===== config.mk =====
export PLATFORM = sky130hd
export DESIGN_NAME = pulse_train_sequencer_flat
export DESIGN_NICKNAME = d
export VERILOG_FILES = /design/src/rtl/pulse_train_sequencer_if.sv /design/src/rtl/pulse_train_sequencer.sv /design/src/flat_wrapper.sv
export SDC_FILE = /design/constraint.sdc
export NUM_CORES = 1
export LEC_CHECK = 0
export CAP_MARGIN = 20
export CORE_UTILIZATION = 45
export DETAILED_ROUTE_END_ITERATION = 16
export PLACE_DENSITY = 0.7
export SYNTH_ARGS = -nofsm -noshare
export SYNTH_HDL_FRONTEND = slang
export SYNTH_SLANG_ARGS = --single-unit

===== constraint.sdc =====
create_clock -name clock_i -period 2.2 [get_ports clock_i]
set_clock_uncertainty 0.05 [all_clocks]
set_input_delay 0.22 -clock clock_i [delete_from_list [all_inputs] [get_ports clock_i]]
set_output_delay 0.22 -clock clock_i [all_outputs]
set_load 0.05 [all_outputs]

===== src/rtl/pulse_train_sequencer_if.sv =====
// rtl/pulse_train_sequencer_if.sv - control/counter handshake bundle for the pulse train sequencer
interface pulse_train_sequencer_if #(
    parameter int NUM_PULSES = 4
);
    localparam int IDX_W = $clog2(NUM_PULSES + 1);

    logic             start_i;
    logic             abort_i;
    logic             counter_finished_i;
    logic             counter_enable_o;
    logic             pulse_o;
    logic [IDX_W-1:0] pulse_idx_o;
    logic             busy_o;
    logic             done_o;

    modport master (
        output start_i,
        output abort_i,
        output counter_finished_i,
        input  counter_enable_o,
        input  pulse_o,
        input  pulse_idx_o,
        input  busy_o,
        input  done_o
    );

    modport slave (
        input  start_i,
        input  abort_i,
        input  counter_finished_i,
        output counter_enable_o,
        output pulse_o,
        output pulse_idx_o,
        output busy_o,
        output done_o
    );
endinterface


===== src/rtl/pulse_train_sequencer.sv =====
// rtl/pulse_train_sequencer.sv - drives an interval counter to emit NUM_PULSES high/low pulse pairs
module pulse_train_sequencer #(
    parameter int NUM_PULSES = 4,
    parameter int GAP_CYCLES = 2
) (
    input  logic                      clock_i,
    input  logic                      reset_i,
    pulse_train_sequencer_if.slave    bus
);
    localparam int IDX_W = $clog2(NUM_PULSES + 1);
    localparam int GAP_W = $clog2(GAP_CYCLES + 1);

    localparam logic [2:0] S_IDLE = 3'd0;
    localparam logic [2:0] S_ARM  = 3'd1;
    localparam logic [2:0] S_RUN  = 3'd2;
    localparam logic [2:0] S_GAP  = 3'd3;
    localparam logic [2:0] S_DONE = 3'd4;

    localparam logic [IDX_W-1:0] IDX_LAST = IDX_W'(NUM_PULSES - 1);
    localparam logic [GAP_W-1:0] GAP_LAST = GAP_W'(GAP_CYCLES - 1);

    logic [2:0]       r_state;
    logic             r_phase_low;
    logic [IDX_W-1:0] r_idx;
    logic [GAP_W-1:0] r_gap_cnt;
    logic             r_enable;
    logic             r_pulse;
    logic             r_busy;
    logic             r_done;

    logic [2:0]       w_state_nxt;
    logic             w_phase_low_nxt;
    logic [IDX_W-1:0] w_idx_nxt;
    logic [GAP_W-1:0] w_gap_cnt_nxt;

    // Abort outranks everything; finished is only honoured in RUN because the
    // counter's flag is stale during ARM and GAP.
    always_comb begin
        w_state_nxt     = r_state;
        w_phase_low_nxt = r_phase_low;
        w_idx_nxt       = r_idx;
        w_gap_cnt_nxt   = r_gap_cnt;
        case (r_state)
            S_IDLE: begin
                if (bus.start_i && !bus.abort_i) begin
                    w_state_nxt     = S_ARM;
                    w_phase_low_nxt = 1'b0;
                    w_idx_nxt       = '0;
                end
            end
            S_ARM: begin
                w_state_nxt = bus.abort_i ? S_IDLE : S_RUN;
            end
            S_RUN: begin
                if (bus.abort_i) begin
                    w_state_nxt = S_IDLE;
                end else if (bus.counter_finished_i) begin
                    w_state_nxt   = S_GAP;
                    w_gap_cnt_nxt = '0;
                end
            end
            S_GAP: begin
                if (bus.abort_i) begin
                    w_state_nxt = S_IDLE;
                end else if (r_gap_cnt == GAP_LAST) begin
                    if (!r_phase_low) begin
                        w_phase_low_nxt = 1'b1;
                        w_state_nxt     = S_ARM;
                    end else if (r_idx == IDX_LAST) begin
                        w_state_nxt = S_DONE;
                    end else begin
                        w_idx_nxt       = r_idx + IDX_W'(1);
                        w_phase_low_nxt = 1'b0;
                        w_state_nxt     = S_ARM;
                    end
                end else begin
                    w_gap_cnt_nxt = r_gap_cnt + GAP_W'(1);
                end
            end
            S_DONE: begin
                w_state_nxt = S_IDLE;
            end
            default: begin
                w_state_nxt = S_IDLE;
            end
        endcase
    end

    // Outputs are decoded from the next state so they switch on the same edge as the state.
    always_ff @(posedge clock_i or negedge reset_i) begin
        if (!reset_i) begin
            r_state     <= S_IDLE;
            r_phase_low <= 1'b0;
            r_idx       <= '0;
            r_gap_cnt   <= '0;
            r_enable    <= 1'b0;
            r_pulse     <= 1'b0;
            r_busy      <= 1'b0;
            r_done      <= 1'b0;
        end else begin
            r_state     <= w_state_nxt;
            r_phase_low <= w_phase_low_nxt;
            r_idx       <= w_idx_nxt;
            r_gap_cnt   <= w_gap_cnt_nxt;
            r_enable    <= (w_state_nxt == S_ARM) || (w_state_nxt == S_RUN);
            r_pulse     <= !w_phase_low_nxt && ((w_state_nxt == S_ARM) || (w_state_nxt == S_RUN));
            r_busy      <= (w_state_nxt != S_IDLE);
            r_done      <= (w_state_nxt == S_DONE);
        end
    end

    assign bus.counter_enable_o = r_enable;
    assign bus.pulse_o          = r_pulse;
    assign bus.pulse_idx_o      = r_idx;
    assign bus.busy_o           = r_busy;
    assign bus.done_o           = r_done;
endmodule


===== src/flat_wrapper.sv =====
// flat-port wrapper written by rule: the top's interface ports become plain ports
module pulse_train_sequencer_flat 
#(
    parameter int NUM_PULSES = 4,
    parameter int GAP_CYCLES = 2
)
  (clock_i, reset_i, bus_start_i, bus_abort_i, bus_counter_finished_i, bus_counter_enable_o, bus_pulse_o, bus_pulse_idx_o, bus_busy_o, bus_done_o);
  pulse_train_sequencer_if #(.NUM_PULSES(NUM_PULSES)) bus_i ();
  input  logic clock_i;
  input  logic reset_i;
  input wire logic [$bits(bus_i.start_i)-1:0] bus_start_i;
  input wire logic [$bits(bus_i.abort_i)-1:0] bus_abort_i;
  input wire logic [$bits(bus_i.counter_finished_i)-1:0] bus_counter_finished_i;
  output wire logic [$bits(bus_i.counter_enable_o)-1:0] bus_counter_enable_o;
  output wire logic [$bits(bus_i.pulse_o)-1:0] bus_pulse_o;
  output wire logic [$bits(bus_i.pulse_idx_o)-1:0] bus_pulse_idx_o;
  output wire logic [$bits(bus_i.busy_o)-1:0] bus_busy_o;
  output wire logic [$bits(bus_i.done_o)-1:0] bus_done_o;
  assign bus_i.start_i = bus_start_i;
  assign bus_i.abort_i = bus_abort_i;
  assign bus_i.counter_finished_i = bus_counter_finished_i;
  assign bus_counter_enable_o = bus_i.counter_enable_o;
  assign bus_pulse_o = bus_i.pulse_o;
  assign bus_pulse_idx_o = bus_i.pulse_idx_o;
  assign bus_busy_o = bus_i.busy_o;
  assign bus_done_o = bus_i.done_o;
  pulse_train_sequencer #(.NUM_PULSES(NUM_PULSES), .GAP_CYCLES(GAP_CYCLES)) u_core (.clock_i(clock_i), .reset_i(reset_i), .bus(bus_i));
endmodule

=== Yosys cells after proc, flatten, opt, wreduce, memory -nomap -nowiden ===
Index checks and enable logic that the tools add are counted.

* Add/subtract/negate cells: 2
* Multiply operators: 0
* Div/mod/pow operators: 0
* Order comparisons: 0
* Eq/ne operators: 16
* Shift operators: 0
* Multiplexer cells: 26
* Bitwise operators: 0
* Reductions and logical operators: 11

{| class="wikitable"
|+ Operator list
! operator !! count
|-
| $mux W3 || 12
|-
| $eq A3 B2 Y1 const B || 4
|-
| $pmux W3 S4 || 1
|-
| $mux W2 || 5
|-
| $ne A2 B2 Y1 const B || 5
|-
| $eq A3 B1 Y1 const B || 2
|-
| $ne A2 B1 Y1 const B || 3
|-
| $pmux W3 S2 || 1
|-
| $reduce_and A6 Y1 || 1
|-
| $mux W1 || 5
|-
| $reduce_and A5 Y1 || 1
|-
| $pmux W2 S2 || 1
|-
| $reduce_bool A2 Y1 || 2
|-
| $add A3 B1 Y3 const B || 1
|-
| $eq A3 B3 Y1 const B || 1
|-
| $logic_not A3 Y1 || 1
|-
| $reduce_bool A3 Y1 || 1
|-
| $add A2 B1 Y2 const B || 1
|-
| $eq A2 B1 Y1 const B || 1
|-
| $logic_and A1 B1 Y1 || 2
|-
| $logic_not A1 Y1 || 2
|-
| $pmux W1 S2 || 1
|-
| $logic_or A1 B1 Y1 || 1
|}

* Bits in registers: 13
* Bits in latches: 0
* Memory bits (writable): 0
* Bits in read-only memories: 0
* Input port bits: 5
* Output and inout port bits: 7
* Logic and storage cells: 63
* Memories kept: 0

=== Longest topological paths before layout ===
Gate-level depths: netlist of run 1.

* Depth in word-level cells: 9
* Depth in mapped cells: 7
* Mapped depth without buffers: 7

=== Worst setup path after synthesis of run 1 ===
No wires, ideal clock.

* Path kind: reg2reg
* Start: reg u_core.bus.pulse_idx_o[0] (netlist name)
* End: reg u_core.r_gap_cnt[0]
* Setup time: 0.125 ns
* Arrival: 1.804 ns
* Data required time: 2.025 ns
* Path slack: 0.221 ns
* Stages on the path, launching flop included: 7
* Path buffers: 0
* Clock period less this slack: 1.979 ns
* Cells stage by stage: dfrtp_1 > ha_1 > ha_1 > nand3_1 > a22o_1 > and2_4 > mux2_4

{| class="wikitable"
|+ RTL lines
! element !! RTL line !! source
|-
| end signal, assigned || pulse_train_sequencer.sv:104 || <nowiki>r_gap_cnt <= w_gap_cnt_nxt;</nowiki>
|-
| end, declared || pulse_train_sequencer.sv:25 || <nowiki>logic [GAP_W-1:0] r_gap_cnt;</nowiki>
|}

==> results of run 1 <==
[critical path, stage by stage, from the launching register on]
cell and delay [ns]:
dfrtp_1 0.41, ha_1 0.21, ha_1 0.20, nand3_1 0.16, a22o_1 0.20, and2_4 0.16, mux2_4 0.29
[logic make-up after synthesis]
kind of cell	count (synthesis)	share of synthesized area
adders and majority gates	3	0.0591
muxes	2	0.0472
AOI/OAI and AO/OA	11	0.116
and+or+nand+nor	24	0.211
DFF	13	0.512
buffers and inverters	7	0.0551
[cell usage in the layout (no fill, tap or decap), types with 2 or more instances in the layout]
cell             synthesis  final
clkbuf_4                 0      3
clkdlybuf4s50_1          0     11
nand3_1                  4      4
nor2_1                   3      3
inv_1                    5      5
o21ai_0                  4      4
dfrtp_1                 13     13
nand2_1                  7      7
mux2_4                   2      2
nor4_1                   2      2
ha_1                     3      3
[power groups by stage]
stage	registers [µW]	clock network, µW	logic (µW)
after floorplan	310	0	71.7
after global placement	289	0	133
after detailed placement	290	0	136
after CTS	285	155	136
after global routing	289	167	148
final	285	147	135
[synth_stat cells (all sizes together)]
| cell type | instances | area, µm² |
|---|---|---|
| dfrtp | 13 | 325 |
| nand2 | 7 | 26.3 |
| inv | 5 | 18.8 |
| nand3 | 4 | 20.0 |
| o21ai | 4 | 20.0 |
| ha | 3 | 37.5 |
| nor2 | 3 | 11.3 |
| buf | 2 | 16.3 |
| mux2 | 2 | 30.0 |
| nor4 | 2 | 12.5 |
| a21oi | 1 | 5.00 |
| a22o | 1 | 8.76 |
| a31oi | 1 | 6.26 |
| a41oi | 1 | 8.76 |
| and2 | 1 | 8.76 |
| and3b | 1 | 10.0 |
| and4b | 1 | 11.3 |
| nand3b | 1 | 7.51 |
| nand4 | 1 | 6.26 |
| nor2b | 1 | 6.26 |
| nor3b | 1 | 7.51 |
| o211ai | 1 | 7.51 |
| o221ai | 1 | 8.76 |
| o32ai | 1 | 8.76 |
| or2 | 1 | 6.26 |
[state kept, by name (all words and copies together) (netlist names)]
| name | flops |
|---|---|
| u_core.bus.busy_o | 1 |
| u_core.bus.pulse_idx_o | 3 |
| u_core.bus.counter_enable_o | 1 |
| u_core.r_phase_low | 1 |
| u_core.r_state | 3 |
| u_core.bus.pulse_o | 1 |
| u_core.r_gap_cnt | 2 |
| u_core.bus.done_o | 1 |
[routing by layer]
layer,vias up,wire [µm]
li1,244,-
met1,236,574
met2,10,519
met3,2,73
met4,0,15
met5,-,0
[worst paths after layout]
path	startpoint	to	slack [ns]	depth (start not counted)
max in group asynchronous	reset_i	u_core.r_state[1]	1.44	1
hold / removal	reset_i	u_core.bus.done_o	0.26	1
min in group clock_i	u_core.bus.pulse_idx_o[2]	u_core.bus.pulse_idx_o[2]	0.46	2
setup reg to reg	u_core.bus.pulse_idx_o[0]	u_core.r_gap_cnt[0]	0.42	6
setup / recovery	u_core.bus.pulse_idx_o[0]	u_core.r_gap_cnt[0]	0.42	6
hold reg to reg	u_core.bus.pulse_idx_o[2]	u_core.bus.pulse_idx_o[2]	0.46	2
[area by class of cell]
type,instances,share of cell area
Timing Repair Buffer,12,0.150
Multi-Input combinational cell,40,0.352
Tap cell,15,0.0240
Inverter,5,0.0240
Clock buffer,4,0.0336
Sequential cell,13,0.416
[metrics by stage]
step	power (µW)	cells	util	hold slack, ns	instance area, µm²
2_1_floorplan	382	60	-	-0.126	636
3_3_place_gp	422	85	0.581	0.437	756
3_5_place_dp	426	85	0.581	0.456	756
4_1_cts	575	89	0.601	0.274	782
5_1_grt	603	89	0.601	0.295	782
6_report	567	89	0.601	0.263	782
==> results.yml, run 1 <==
run_status:
  status: "finished clean"
setup_path:
  crit_required_ns: 2.32
  path_class: "flop to flop"
  crit_arrival_ns: 1.90
  worstSetupStartpointType: "flop"
  crit_path_end_kind: "flop"
  worstPathMaxFanout: 4
sta:
  layout_min_cycle_time_ns: 1.78
  drv_slew: 0
  fmax_mhz: 563
  fin_crit_sh: 0.808
  setup_violations: 0
  setup_ws_ns: 0.423
  max_slew_margin: 0.599
  tightest_slew_ns: 0.599
  rsz0062_at_grt: "no"
  fin_setup_tns_ns: 0
  hold_viol_final: 0
floorplan:
  row_count: 13
  die_x_um: 39.6
  coreArea_um2: 1300
  initial_utilization: 0.488
  die_y_um: 39.6
  top_level_ports: 12
  dieArea_um2: 1570
layout:
  nets: 83
  num-fill-cells: 122
  antennaDiodeCount: 0
  area_growth_pct: 23.0
  multi_input_area_um2: 275
  regArea_um2: 325
  layout-drive-gt1-share: 0.135
clock_network:
  cts_setup_buffers: 0
  cts.clk_slew.worst_paths_ns: 0.08
  cts_hold_buf: 0
  ctsHtreeMaxLevel: 1
  cts_buffers: 3
  cts_buffer_depth: 2
  clk_latency_ns: 0.28
  cts.sinks: 13
  cts_root_buf: "clkbuf_4"
  cts_resized: 0
  tritoncts: "yes"
hold_path:
  hold_path_class: "input pin to asynchronous set/reset pin"
global_routing:
  use_met1: 0.229
  grt_pass1_wl_mm: 1.84
  grt_antenna_before_repair: 0
  grt_use_total: 0.188
  gr-usage-met2: 0.283
  grt.overflow.total: 0
  grtUsageMet3: 0.0852
  grt_pass1_vias: 447
  grt_start_max_net_pins: 14
  grt_most_used_layer: "met2"
placed_design:
  routabilityCongestion: 0.797
  io_buffer_count: 11
  place_ws_ns: 0.440
  dp_hpwl_um: 848
power:
  p_seq_frac: 0.503
  vdd_ir_drop_max_mv: 0.559
  leakagePower_uw: 0.000361
  p_clk_frac: 0.259
  power.density_nw_per_um2: 725
  comb_power_share: 0.238
  p_sw_frac: 0.309
  p_sw_uw: 175
  intPower_uw: 392
route:
  drt_iter0_drc: 4
  ant_nets: 0
  avgRoutedWirePerCell_um: 13.3
  vias: 492
  drc_errors: 0
  via_per_inst: 5.53
  drt-pass1-iter-count: 3
  routed_wl_mm: 1.18
synthesis:
  syn_area_per_cell_um2: 10.6
  seq_area_frac_synth: 0.512
  synth_cell_types: 26
  syn_area_um2: 636
  mappedNetlistNets: 68
  synthesis.yosys.warnings: 0
  synth_seq_cells: 13
  synthCells: 60
run:
  drv_cap: 0
No activity file was read; power rests on OpenSTA's default activity.
==> run 2: changes to the inputs <==
Clock period 2.2 ns to 1.8 ns, I/O delays scaled along.
==> run 2 against run 1 <==
Combinational power up 21%. Clock-buffer cell count is 1 lower. Setup slack got worse by 0.35 ns. Final area is 4.5% higher. First-iteration DRC count down 75%. Routed wire length is 10% lower. Largest cell class unchanged. Highest routed layer unchanged.
==> results.yml, run 2 (synthesized netlist as in run 1, its figures left out) <==
power:
  leakagePower_uw: 0.000356
  vdd_ir_drop_max_mv: 0.518
  power.density_nw_per_um2: 855
  fin_total_pwr_uw: 699
sta:
  setup_ws_ns: 0.0700
  fmax_mhz: 578
  max_slew_margin: 0.638
  rsz0062_at_grt: "no"
  hold_viol_final: 0
  layout_min_cycle_time_ns: 1.73
  fin_setup_tns_ns: 0
  fin_crit_sh: 0.961
  setup_violations: 0
  drv_slew: 0
  tightest_slew_ns: 0.541
floorplan:
  die_y_um: 39.6
  die_x_um: 39.6
  dieArea_um2: 1570
  top_level_ports: 12
  row_count: 13
  initial_utilization: 0.488
  coreArea_um2: 1300
clock_network:
  cts_resized: 0
  cts_hold_buf: 0
  ctsHtreeMaxLevel: 1
  clk_latency_ns: 0.29
  cts_buffer_depth: 2
  cts.clk_slew.worst_paths_ns: 0.08
  cts_setup_buffers: 0
  cts_buffers: 3
  cts.sinks: 13
  tritoncts: "yes"
  cts_root_buf: "clkbuf_4"
global_routing:
  grt_antenna_before_repair: 0
  grt.overflow.total: 0
  grt_pass1_vias: 445
  grt_use_total: 0.188
  grt_start_max_net_pins: 14
  grt_pass1_wl_mm: 1.84
placed_design:
  io_buffer_count: 11
  dp_hpwl_um: 827
  placed_cells: 85
  place_ws_ns: 0.0738
  routabilityCongestion: 0.840
setup_path:
  worstPathMaxFanout: 3
  rr_startpoint: "u_core.r_gap_cnt[1]"
  path_buf_inv: 1
  worstSetupStartpointType: "flop"
  cpLargestDelayFamily: "buffers and inverters"
  cp_slowest_cell: "clkdlybuf4s50_1"
  crit_required_ns: 1.57
  path_class: "flop to primary output"
  crit_arrival_ns: 1.50
  slowest_delay_ns: 0.81
  crit_path_end_kind: "primary output"
  startpoint: "u_core.bus.pulse_idx_o[1]"
  cp_cell_sequence: "clkdlybuf4s50_1"
run:
  drv_cap: 0
route:
  drt_iter0_drc: 1
  ant_nets: 0
  drc_errors: 0
  vias: 485
  via_per_inst: 5.45
  drt-pass1-iter-count: 3
  avgRoutedWirePerCell_um: 12.0
  routed_wl_mm: 1.06
hold_path:
  hold_path_class: "input pin to asynchronous set/reset pin"
layout:
  regArea_um2: 329
  area_growth_pct: 28.5
  antennaDiodeCount: 0
  final_common_cell: "clkdlybuf4s50_1"
  final_cell_mix: "11 x clkdlybuf4s50_1, 10 x dfrtp_1, 7 x nand2_1, 5 x inv_1, 4 x o21ai_0"
  layout-drive-gt1-share: 0.230
  multi_input_area_um2: 305
  post_layout_nonfiller_instances: 89
  nets: 83
  postLayoutCoreUtil: 0.628
  num-fill-cells: 113
run_status:
  status: "finished clean"
run 2: layout make-up:
cell class,count,area share
timing repair buffer,12,0.144
multi-input combinational,40,0.374
inverter,5,0.0230
tap,15,0.0230
clock buffer,3,0.0276
sequential,13,0.403
clock inverter,1,0.00613
run 2: path summary, 6_finish.rpt:
kind | to | slack (ns) | cells after the start
worst max-delay path | bus_pulse_idx_o[1] | 0.07 | 1
worst min-delay path | u_core.bus.counter_enable_o | 0.19 | 1
worst max register to register | u_core.r_gap_cnt[0] | 0.12 | 6
worst min register to register | u_core.bus.pulse_idx_o[2] | 0.46 | 2
max in group asynchronous | u_core.bus.pulse_idx_o[0] | 1.12 | 1
min in group clock_i | u_core.bus.done_o | 0.44 | 2
run 2: power by group:
part           internal, µW  total (µW)  switching, µW
clock                  82.8         186            103
sequential              322         350           27.8
combinational          70.6         163           92.3
run 2: routing by layer:
metal	track usage	up-vias	routed length [µm]
met5	0	-	0
met3	0.0852	3	59
met4	0.103	0	21
li1	-	246	-
met2	0.266	10	478
met1	0.234	226	504
run 2: through the flow:
stage	instance area, µm²	hold WS (ns)
2_1_floorplan	669	-0.166
3_3_place_gp	790	0.440
3_5_place_dp	790	0.452
4_1_cts	817	0.207
5_1_grt	817	0.253
6_report	817	0.190
run 2: worst register-to-register path, stage by stage (launching register included):
cell	delay, ns
dfrtp_1	0.36
inv_1	0.07
ha_1	0.23
nand3_2	0.13
a22o_1	0.28
and2_4	0.17
mux2_4	0.28
==> run 3: changes to the inputs <==
Settings changed: CAP_MARGIN 20 to 10.
==> results of run 3 <==
The final DEF is identical to that of run 2; final timing and power are the same.
